**config.mk**
```make
export PLATFORM = sky130hd
export DESIGN_NAME = switch_debouncer
export DESIGN_NICKNAME = d
export VERILOG_FILES = /design/src/rtl/switch_debouncer.sv
export SDC_FILE = /design/constraint.sdc
export NUM_CORES = 1
export LEC_CHECK = 0
export BUFFER_PORTS_ARGS = -buffer_cell sky130_fd_sc_hd__clkbuf_2
export CAP_MARGIN = 20
export CORE_AREA = 2 2 39 41
export DETAILED_ROUTE_END_ITERATION = 16
export DIE_AREA = 0 0 41 43
export PLACE_DENSITY_LB_ADDON = 0.08
export SLEW_MARGIN = 20
export SYNTH_ARGS = -nofsm -noshare
export SYNTH_HDL_FRONTEND = slang
export SYNTH_SLANG_ARGS = --single-unit
```
**constraint.sdc**
```tcl
create_clock -name clk -period 1 [get_ports clk]
set_clock_uncertainty 0.1 [all_clocks]
set_input_delay 0 -clock clk [delete_from_list [all_inputs] [get_ports clk]]
set_output_delay 0 -clock clk [all_outputs]
set_load 0.03 [all_outputs]
```
**src/rtl/switch_debouncer.sv**
```systemverilog
// switch_debouncer: per-bit level debouncer array for noisy mechanical switches
`timescale 1ns/100ps

module debouncer #(
  parameter int DELAY = 5
) (
  input  logic clk,
  input  logic rst,
  input  logic in_switch,
  output logic out_switch
);
  localparam int NR = (DELAY + 1) / 2;
  localparam int N  = (NR < 1) ? 1 : NR;
  localparam int CW = ($clog2(N + 1) < 1) ? 1 : $clog2(N + 1);
  logic [CW-1:0] cnt;
  // Follow the input only after N consecutive differing samples; any match restarts the count
  always_ff @(posedge clk or posedge rst)
    if (rst) begin
      out_switch <= 1'b0;
      cnt        <= '0;
    end else if (in_switch == out_switch)
      cnt <= '0;
    else if (cnt == CW'(N - 1)) begin
      out_switch <= in_switch;
      cnt        <= '0;
    end else
      cnt <= cnt + 1'b1;
endmodule

module switch_debouncer #(
  parameter int DELAY = 5,
  parameter int WIDTH = 1
) (
  input  logic             clk,
  input  logic             rst,
  input  logic [WIDTH-1:0] in_switch,
  output logic [WIDTH-1:0] out_switch
);
  for (genvar i = 0; i < WIDTH; i++) begin : g_bit
    debouncer #(.DELAY(DELAY)) u_deb (
      .clk        (clk),
      .rst        (rst),
      .in_switch  (in_switch[i]),
      .out_switch (out_switch[i])
    );
  end
endmodule

```
### After elaboration in Yosys (flattened, before gate mapping)

Index checks and enable logic that the tools add are counted.

* add/sub/neg operators: 1
* equality and inequality tests: 2
* mux-type cells: 2
* bitwise operators: 1
* reduce and logical (&&, ||, !) cells: 1

Operators by type and width (count)
* two-way mux 2 bit: 2
* adder 2 x 1 -> 2 bit, second input constant: 1
* equality test 2 bit, second input constant: 1
* AND reduction 2 bit: 1
* equality test 1 bit: 1
* NOT 1 bit: 1

* register bits after elaboration: 3
* input port bits: 3
* output and inout port bits: 1
* word-level logic and storage cells: 9

### Depth between registers and ports, before layout

Gate-level depths: netlist (run 1).

* word-level depth: 3
* gate-level depth with buffers: 2
* gate-level depth less buffers: 2

### Worst setup path after synthesis (run 1)

OpenSTA, ideal clock, no wires.

* path type: flip-flop to flip-flop
* start: reg g_bit[0].u_deb.out_switch
* end: reg g_bit[0].u_deb.cnt[1]
* library setup time: 0.088 ns
* arrival: 0.834 ns
* required time: 0.812 ns
* path slack: -0.022 ns
* cell stages (with the launch flop): 3
* path buffers: 0
* period minus slack after synthesis: 1.022 ns
* cell sequence: dfrtp_1 -> xnor2_1 -> nor3b_1

* cells in the longest elaborated chain, start to end: 2

RTL lines
* start, declared: line 10 `output logic out_switch`
* start signal, assigned: line 24 `out_switch <= in_switch;`
* equality test 1 bit: line 21 `end else if (in_switch == out_switch)`
* two-way mux 2 bit: line 21
* end signal, assigned: line 27 `cnt <= cnt + 1'b1;`
* end, declared: line 15 `logic [CW-1:0] cnt;`

Every way passes these cells.
A chain may end at the register's enable or synchronous reset.

### Final worst setup path (run 1)

* start: reg g_bit[0].u_deb.cnt[0]
* end: reg g_bit[0].u_deb.out_switch

* cells in the longest elaborated chain, start to end: 2

RTL lines
* equality test 2 bit: line 23 `else if (cnt == CW'(N - 1)) begin`
* AND reduction 2 bit (no source line)

Every way passes these cells.

==> results of run 1 <==
what timing repair did:
action                     4_1_cts  5_1_grt
hold endpoints to repair         4        0
setup endpoints to repair        1        1
hold buffers                     2        0
cells by family (layout without fill, tap and decap cells):
logic type / Yosys count / count (layout) / synth area share [%]
xor+xnor: 1 / 1 / 6.797
buf+inv: 1 / 12 / 2.910
flops: 3 / 3 / 58.25
mux: 1 / 1 / 11.65
simple gates: 3 / 3 / 20.38
synth_stat cells, drive strengths merged:
master,n
dfrtp,3
inv,1
mux2,1
nor2b,1
nor3,1
nor3b,1
xnor2,1
through the flow:
step / cells / hold WS (ns) / setup TNS, ns
floorplan: 9 / -0.3464 / -0.01385
global route: 36 / 0.07357 / -0.05968
detailed placement: 30 / -0.2410 / -0.02628
CTS: 36 / 0.06516 / -0.03079
finish: 36 / 0.06323 / -0.02471
global placement: 30 / -0.2394 / -0.02905
worst reg2reg max path: cells and delay by family (launching register included):
kind	cells	cell delay, ns
flip-flops	1	0.39
multiplexers	1	0.29
AND/OR/NAND/NOR	1	0.12
cell type report:
class | count | area (sq um) | area share [%]
multi-input combinational | 5 | 50.05 | 22.10
inverter | 1 | 3.754 | 1.657
tap | 16 | 20.02 | 8.840
sequential | 3 | 76.32 | 33.70
timing repair buffer | 7 | 50.05 | 22.10
clock buffer | 4 | 26.28 | 11.60
placed cells by master, fill, tap and decap left out:
| cell type | instances |
|---|---|
| buf_4 | 2 |
| clkbuf_1 | 1 |
| clkbuf_2 | 3 |
| clkbuf_4 | 3 |
| dfrtp_1 | 2 |
| dfrtp_2 | 1 |
| dlygate4sd3_1 | 2 |
| inv_1 | 1 |
| mux2_4 | 1 |
| nor2b_4 | 1 |
| nor3_1 | 1 |
| nor3b_1 | 1 |
| xnor2_1 | 1 |
final timing paths:
kind                                             end                  start  slack (ns)  depth (start not counted)
max                        g_bit[0].u_deb.out_switch  g_bit[0].u_deb.cnt[0]       -0.02                          2
min                        g_bit[0].u_deb.out_switch                    rst        0.06                          3
max reg2reg                g_bit[0].u_deb.out_switch  g_bit[0].u_deb.cnt[0]       -0.02                          2
min reg2reg                    g_bit[0].u_deb.cnt[1]  g_bit[0].u_deb.cnt[1]        0.43                          2
max in group asynchronous  g_bit[0].u_deb.out_switch                    rst        0.59                          3
min in group clk               g_bit[0].u_deb.cnt[1]  g_bit[0].u_deb.cnt[1]        0.43                          2
state kept, by name (all words and copies together), names as in the netlist:
register,count
g_bit.u_deb.cnt,2
g_bit.u_deb.out_switch,1
power by group through the flow:
stage | Combinational (mW) | Clock [mW] | Sequential (mW)
floorplan | 0.114 | 0 | 0.270
global placement | 0.255 | 0 | 0.226
detailed placement | 0.248 | 0 | 0.229
CTS | 0.256 | 0.225 | 0.228
global route | 0.273 | 0.232 | 0.237
finish | 0.251 | 0.212 | 0.226
routing by layer:
| layer | up-vias | part of all wire (%) | wire length, um | track usage, % |
|---|---|---|---|---|
| met3 | 0 | 16 | 41 | 6.283 |
| met1 | 52 | 42 | 104 | 4.207 |
| met2 | 5 | 41 | 103 | 4.063 |
| met5 | - | 0 | 0 | 0 |
| li1 | 53 | - | - | - |
| met4 | 0 | 0 | 0 | 4.000 |
==> flow_metrics.tcl, run 1 <==
set metrics [dict create \
    status "finished, violations left" \
    violations "setup timing" \
    path_clk_slew_ns 0.04 \
    cts-root-buf "clkbuf_4" \
    numPortBuffers 3 \
    setup_viol 1 \
    path_delay_family "flip-flops" \
    drt_iter0_markers 0 \
    power.switching_fraction_pct 30.72 \
    placed_cell_area_sq_um 180.2 \
    track_usage_pct 4.427 \
    first_pass_iters 1 \
    wl_per_cell_um 6.944 \
    max_stage_delay_ns 0.39 \
    max_freq_mhz 975.9 \
    critPathKind "flip-flop to flip-flop" \
    power_density_nw_per_um2 3045 \
    worstPathRequired_ns 1.01 \
    clock-sinks 3 \
    final_layout_size_suffix_gt1_share_pct 55.00 \
    place_ws_ns -0.02628 \
    wl_um 250 \
    pwr-share-seq_pct 32.8 \
    cts_tree "done" \
    critPathBufInv 0 \
    stdcell_area_sq_um 226.5 \
    slew_headroom_pct 86.28 \
    power.switching_mw 0.2118 \
    pin_count 4 \
    grt_pass1_wl_um 420 \
    num_vias 110 \
    fin_crit_sh_pct 102.5 \
    yosysTopAreaCellShare_pct 58.25 \
    drv_cap 0 \
    viasPerCell 3.056 \
    arrival_ns 1.04 \
    ant_nets 0 \
    startpoint_type "flip-flop" \
    ys_warn_count 0 \
    clk_path_buf_depth 2 \
    drc_errors 0 \
    synth_area_leaders "dfrtp_1 58%, mux2_4 12%, nor2b_4 11%, xnor2_1 6.8%, nor3b_1 5.8%" \
    tightest_slew_ns 0.2043 \
    die_y_um 43 \
    avgSynthCellArea_sq_um 14.32 \
    worst-path-max-fanout 2 \
    power_mw 0.6895 \
    nets 24 \
    numCtsBuffers 3 \
    yosys.area.top_type "dfrtp_1" \
    cp-end-kind "flip-flop" \
    grt_max_degree 4 \
    h-tree-depth 1 \
    hold_viol_final 0 \
    grt_pass1_vias 115 \
    antenna_found_initial 0 \
    core-area_sq_um 1384 \
    syn_to_final_growth_pct 75.73 \
    ys_ff_latch 3 \
    final_core_utilization_pct 16.37 \
    row_count 14 \
    clk_latency_ns 0.23 \
    hold_class "input port to async pin" \
    period_minus_slack_ns 1.025 \
    synth_cells 9 \
    syn_area_sq_um 128.9 \
    p_int_mw 0.4777 \
    n_antenna_cell 0 \
    p_clk_share_pct 30.8 \
    finalWorstSetupSlack_ns -0.02471 \
    worstPathCellList "nor2b_4 > mux2_4" \
    num-fill-cells 159 \
    syn-num-nets 12 \
    dieArea_sq_um 1763 \
    p_comb_share_pct 36.4 \
    synthDistinctLibCells 7 \
    post_cts_resized 0 \
    synth-seq-area-share_pct 58.25 \
    slew_violations 0 \
    die_w_um 41 \
    p_leak_nw 0.1046 \
    max-vdd-ir-drop_mv 0.8597 \
    grt_setup_unrepaired "yes" \
    slowest_stage "dfrtp_1" \
    cts_setup_buffers 0 \
    initial_core_util_pct 9.313 \
    grt_overflow 0 \
    gp_congestion 0.6496 \
]
Power figures use the tool's default switching activity.
==> run 2, diff against run 1 <==
--- a/config.mk
+++ b/config.mk
@@ -5,12 +5,12 @@
 export SDC_FILE = /design/constraint.sdc
 export NUM_CORES = 1
 export LEC_CHECK = 0
+export ABC_AREA = 1
 export BUFFER_PORTS_ARGS = -buffer_cell sky130_fd_sc_hd__clkbuf_2
 export CAP_MARGIN = 20
 export CORE_AREA = 2 2 39 41
 export DETAILED_ROUTE_END_ITERATION = 16
 export DIE_AREA = 0 0 41 43
-export PLACE_DENSITY_LB_ADDON = 0.08
 export SLEW_MARGIN = 20
 export SYNTH_ARGS = -nofsm -noshare
 export SYNTH_HDL_FRONTEND = slang
==> flow_metrics.tcl, run 2 <==
set metrics [dict create \
    cts_tree "done" \
    core-area_sq_um 1384 \
    grt_overflow 0 \
    p_int_mw 0.3994 \
    final-seq-area_sq_um 75.07 \
    cts-root-buf "clkbuf_4" \
    row_count 14 \
    clk_latency_ns 0.23 \
    power_density_nw_per_um2 2833 \
    numCtsBuffers 3 \
    p_comb_share_pct 33.7 \
    slew_violations 0 \
    avgSynthCellArea_sq_um 7.007 \
    slowest_stage "dfrtp_1" \
    antenna_found_initial 0 \
    drc_errors 0 \
    track_usage_pct 5.136 \
    syn-num-nets 23 \
    critPathKind "flip-flop to output pin" \
    async_flop_share_pct 100.0 \
    grt_max_degree 4 \
    syn_to_final_growth_pct 58.04 \
    top_regs "g_bit.u_deb.cnt: 2 flops, g_bit.u_deb.out_switch: 1 flops" \
    largest_register_ffs 2 \
    grt_setup_unrepaired "no" \
    pin_count 4 \
    grt_pass1_wl_um 545 \
    synth_cells 20 \
    worst-path-max-fanout 3 \
    critPathBufInv 1 \
    clk_path_buf_depth 2 \
    synthDistinctLibCells 5 \
    period_minus_slack_ns 0.8903 \
    ys_ff_latch 3 \
    slew_headroom_pct 88.74 \
    clock-sinks 3 \
    pwr-share-seq_pct 33.6 \
    grt_pass1_vias 162 \
    h-tree-depth 1 \
    n_antenna_cell 0 \
    viasPerCell 3.111 \
    max-vdd-ir-drop_mv 0.5995 \
    p_leak_nw 0.1279 \
    drt_iter0_markers 0 \
    final_layout_size_suffix_gt1_share_pct 20.69 \
    setup_viol 0 \
    die_y_um 43 \
    layout_common_cells "8 x nand2_1, 6 x inv_1, 3 x clkbuf_4, 3 x dfrtp_1, 3 x clkbuf_2" \
    die_w_um 41 \
    syn_area_sq_um 140.1 \
    hold_class "input port to async pin" \
    yosysTopAreaCellShare_pct 53.57 \
    final_core_utilization_pct 16.00 \
    max_freq_mhz 1123 \
    multi_input_area_sq_um 42.54 \
    tightest_slew_ns 0.1697 \
    startpoint_type "flip-flop" \
    wl_um 246 \
    synth_area_leaders "dfrtp_1 54%, nand2_1 21%, inv_1 16%, nor2_1 5.4%, nand3_1 3.6%" \
    gp_congestion 0.6506 \
    num_vias 140 \
    layout_commonest_cell "nand2_1" \
    dp_hpwl_um 185.7 \
    first_pass_iters 1 \
    max_stage_delay_ns 0.38 \
    finalWorstSetupSlack_ns 0.1097 \
    yosys.area.top_type "dfrtp_1" \
    arrival_ns 0.79 \
    ys_warn_count 0 \
    wl_per_cell_um 5.467 \
    path_clk_slew_ns 0.04 \
    dieArea_sq_um 1763 \
    synth-edff-count 0 \
    path_delay_family "flip-flops" \
    cp-end-kind "output pin" \
    status "completed" \
    hold_viol_final 0 \
    numPortBuffers 3 \
    synth_commonest_cells "8 x nand2_1, 6 x inv_1, 3 x dfrtp_1" \
    cts_setup_buffers 0 \
    power.switching_mw 0.2281 \
    place_ws_ns 0.1763 \
    nets 33 \
    ant_nets 0 \
    power.switching_fraction_pct 36.35 \
    drv_cap 0 \
    largest-register "g_bit.u_deb.cnt" \
    worstPathCellList "clkbuf_2" \
    worstPathRequired_ns 0.90 \
    initial_core_util_pct 10.13 \
    fin_crit_sh_pct 89.03 \
    synth.most_common_cell "nand2_1" \
    synth_flop_cell "dfrtp_1" \
    p_clk_share_pct 32.6 \
    synth-seq-area-share_pct 53.57 \
    num-fill-cells 160 \
    setup_tns_ns 0 \
]
-- run 2: cell count changes in the layout (fill, tap and decap cells not counted), sizes merged --
cell and change:
buf -2, inv +5, mux2 -1, nand2 +8, nand3 +1, nor2 +2, nor2b -1, nor3 -1
nor3b -1, xnor2 -1
-- run 2: timing repair --
| action | 4_1_cts | 5_1_grt |
|---|---|---|
| gates resized for setup | 0 | 0 |
| hold endpoints to repair | 6 | 0 |
| hold buffers | 2 | 0 |
-- run 2: cell type report --
type	count	area share (%)
Multi-Input combinational cell	11	19.21
Timing Repair Buffer	5	15.82
Inverter	6	10.17
Tap cell	16	9.040
Sequential cell	3	33.90
Clock buffer	4	11.86
-- run 2: routing by layer --
| layer | global-route usage, % | wire length (um) | up-vias |
|---|---|---|---|
| li1 | - | - | 73 |
| met1 | 4.545 | 85 | 66 |
| met5 | 0 | 0 | - |
| met3 | 1.571 | 11 | 0 |
| met2 | 6.875 | 149 | 1 |
| met4 | 8.000 | 0 | 0 |
-- run 2: cell families (layout without fill, tap and decap cells) --
kind of cell / after synthesis / in the layout / share of synthesized area, %
buffers and inverters: 6 / 15 / 16.07
DFF: 3 / 3 / 53.57
and+or+nand+nor: 11 / 11 / 30.36
-- run 2: final timing paths --
path	cells after the start	to	slack, ns	startpoint
worst max-delay path	1	out_switch	0.11	g_bit[0].u_deb.out_switch
worst min-delay path	3	g_bit[0].u_deb.cnt[1]	0.08	rst
worst max register to register	4	g_bit[0].u_deb.out_switch	0.17	g_bit[0].u_deb.cnt[0]
worst min register to register	2	g_bit[0].u_deb.cnt[1]	0.40	g_bit[0].u_deb.cnt[0]
max in group asynchronous	3	g_bit[0].u_deb.out_switch	0.60	rst
min in group clk	2	g_bit[0].u_deb.cnt[1]	0.40	g_bit[0].u_deb.cnt[0]
-- run 2: through the flow --
stage               hold WS [ns]  std cells  cell area, sq um  power [mW]
global route             0.08808         45             221.5      0.7020
floorplan                -0.3464         20             140.1      0.3683
global placement         -0.2531         39             175.2      0.4115
CTS                      0.05762         45             221.5      0.6438
finish                   0.07799         45             221.5      0.6275
detailed placement       -0.2504         39             175.2      0.4216
-- run 2: power groups by stage --
stage / registers [mW] / logic [mW] / clock network [mW]
3_3_place_gp: 0.210 / 0.202 / 0
5_1_grt: 0.223 / 0.255 / 0.224
6_report: 0.211 / 0.212 / 0.205
4_1_cts: 0.211 / 0.215 / 0.217
2_1_floorplan: 0.247 / 0.121 / 0
3_5_place_dp: 0.213 / 0.209 / 0
==> run 3, diff against run 2 <==
==> constraint.sdc (replaced) <==
create_clock -name clk -period 1.1 [get_ports clk]
set_clock_uncertainty 0.1 [all_clocks]
set_input_delay 0.22 -clock clk [delete_from_list [all_inputs] [get_ports clk]]
set_output_delay 0.22 -clock clk [all_outputs]
set_load 0.03 [all_outputs]
==> flow_metrics.tcl, run 3 (synthesis gave the netlist of run 2 again) <==
set metrics [dict create \
    dieArea_sq_um 1763 \
    nets 32 \
    holdPathStages 4 \
    dp_cells 39 \
    final_layout_size_suffix_gt1_share_pct 21.43 \
    power_density_nw_per_um2 2756 \
    violations "setup timing" \
    setup_tns_ns -0.002797 \
    clk_latency_ns 0.23 \
    ant_nets 0 \
    grt_pass1_wl_um 372 \
    place_ws_ns 0.2157 \
    critPathKind "flip-flop to output pin" \
    max-vdd-ir-drop_mv 0.4907 \
    grt_setup_unrepaired "yes" \
    pin_count 4 \
    drc_errors 0 \
    antenna_found_initial 0 \
    critPathBufInv 1 \
    viasPerCell 3.068 \
    max_stage_delay_ns 0.40 \
    drt_iter0_markers 0 \
    drv_cap 0 \
    wl_per_cell_um 5.364 \
    hold_viol_final 0 \
    cts-root-buf "clkbuf_4" \
    grt_overflow 0 \
    row_count 14 \
    clk_path_buf_depth 2 \
    wl_um 236 \
    largest-register "g_bit.u_deb.cnt" \
    h-tree-depth 1 \
    power_mw 0.6104 \
    p_leak_nw 0.1272 \
    worstPathRequired_ns 0.78 \
    top_regs "g_bit.u_deb.cnt: 2 flops, g_bit.u_deb.out_switch: 1 flops" \
    grt_pass1_vias 130 \
    grt_max_degree 4 \
    hold_class "input port to flip-flop" \
    cts_tree "done" \
    largest_register_ffs 2 \
    worstPathCellList "buf_8" \
    startpoint_type "flip-flop" \
    n_antenna_cell 0 \
    final_cells 44 \
    die_w_um 41 \
    status "finished, violations left" \
    clock-sinks 3 \
    rr_startpoint "g_bit[0].u_deb.out_switch" \
    num-fill-cells 156 \
    fin_crit_sh_pct 100.3 \
    cp-end-kind "output pin" \
    layout_common_cells "8 x nand2_1, 6 x inv_1, 3 x clkbuf_4, 3 x dfrtp_1" \
    dp_hpwl_um 190.2 \
    slowest_stage "dfrtp_1" \
    first_pass_iters 1 \
    gp_congestion 0.6362 \
    track_usage_pct 3.823 \
    worst-path-stages 1 \
    slew_headroom_pct 90.77 \
    path_delay_family "flip-flops" \
    tightest_slew_ns 0.1385 \
    setup_viol 1 \
    cp-startpoint "g_bit[0].u_deb.out_switch" \
    finalWorstSetupSlack_ns -0.002797 \
    syn_to_final_growth_pct 58.04 \
    core-area_sq_um 1384 \
    numCtsBuffers 3 \
    r2r_cells 4 \
    worst-path-max-fanout 3 \
    path_clk_slew_ns 0.04 \
    layout_commonest_cell "nand2_1" \
    die_y_um 43 \
    slew_violations 0 \
    initial_core_util_pct 10.13 \
    numPortBuffers 3 \
    period_minus_slack_ns 1.103 \
    max_freq_mhz 906.8 \
    num_vias 135 \
    min_from "in_switch" \
    arrival_ns 0.78 \
]
==> run 3: repair_timing <==
action | in CTS | in global routing
endpoints found under the setup margin | 1 | 1
hold buffers | 1 | 0
setup buffers | 0 | 0
gates resized for setup | 2 | 1
hold endpoints to repair | 3 | 0
==> run 3: final timing paths <==
check	endpoint	slack, ns
min in group asynchronous	g_bit[0].u_deb.out_switch	0.28
setup / recovery	out_switch	-0.003
setup reg to reg	g_bit[0].u_deb.cnt[1]	0.23
hold reg to reg	g_bit[0].u_deb.cnt[1]	0.41
hold / removal	g_bit[0].u_deb.cnt[0]	0.18
max in group asynchronous	g_bit[0].u_deb.cnt[1]	0.49
==> run 3: final cells by class <==
type / instances / area [sq um] / share of cell area [%]
clock buffer: 4 / 26.28 / 11.86
inverter: 6 / 22.52 / 10.17
multi-input combinational: 11 / 42.54 / 19.21
sequential: 3 / 75.07 / 33.90
tap: 16 / 20.02 / 9.040
timing repair buffer: 4 / 35.03 / 15.82
==> run 3: metrics by stage <==
stage               util [%]  cell area (sq um)  hold WS [ns]
global placement       12.66              175.2      -0.03266
floorplan                  -              140.1       -0.1264
detailed placement     12.66              175.2      -0.02444
CTS                    15.91              220.2        0.1769
global route           16.00              221.5        0.2121
finish                 16.00              221.5        0.1805
==> run 3: routing by layer <==
metal / global-route usage, % / vias to the layer above / part of all wire (%)
li1: - / 72 / -
met1: 1.942 / 62 / 35
met2: 5.313 / 1 / 58
met3: 4.712 / 0 / 5.9
met4: 4.000 / 0 / 0
met5: 0 / - / 0
==> run 3: power by group <==
| group | switching, mW | internal, mW | total [mW] |
|---|---|---|---|
| registers | 0.0383 | 0.161 | 0.200 |
| clock network | 0.0530 | 0.136 | 0.189 |
| logic | 0.124 | 0.0978 | 0.222 |
| total | 0.216 | 0.395 | 0.610 |
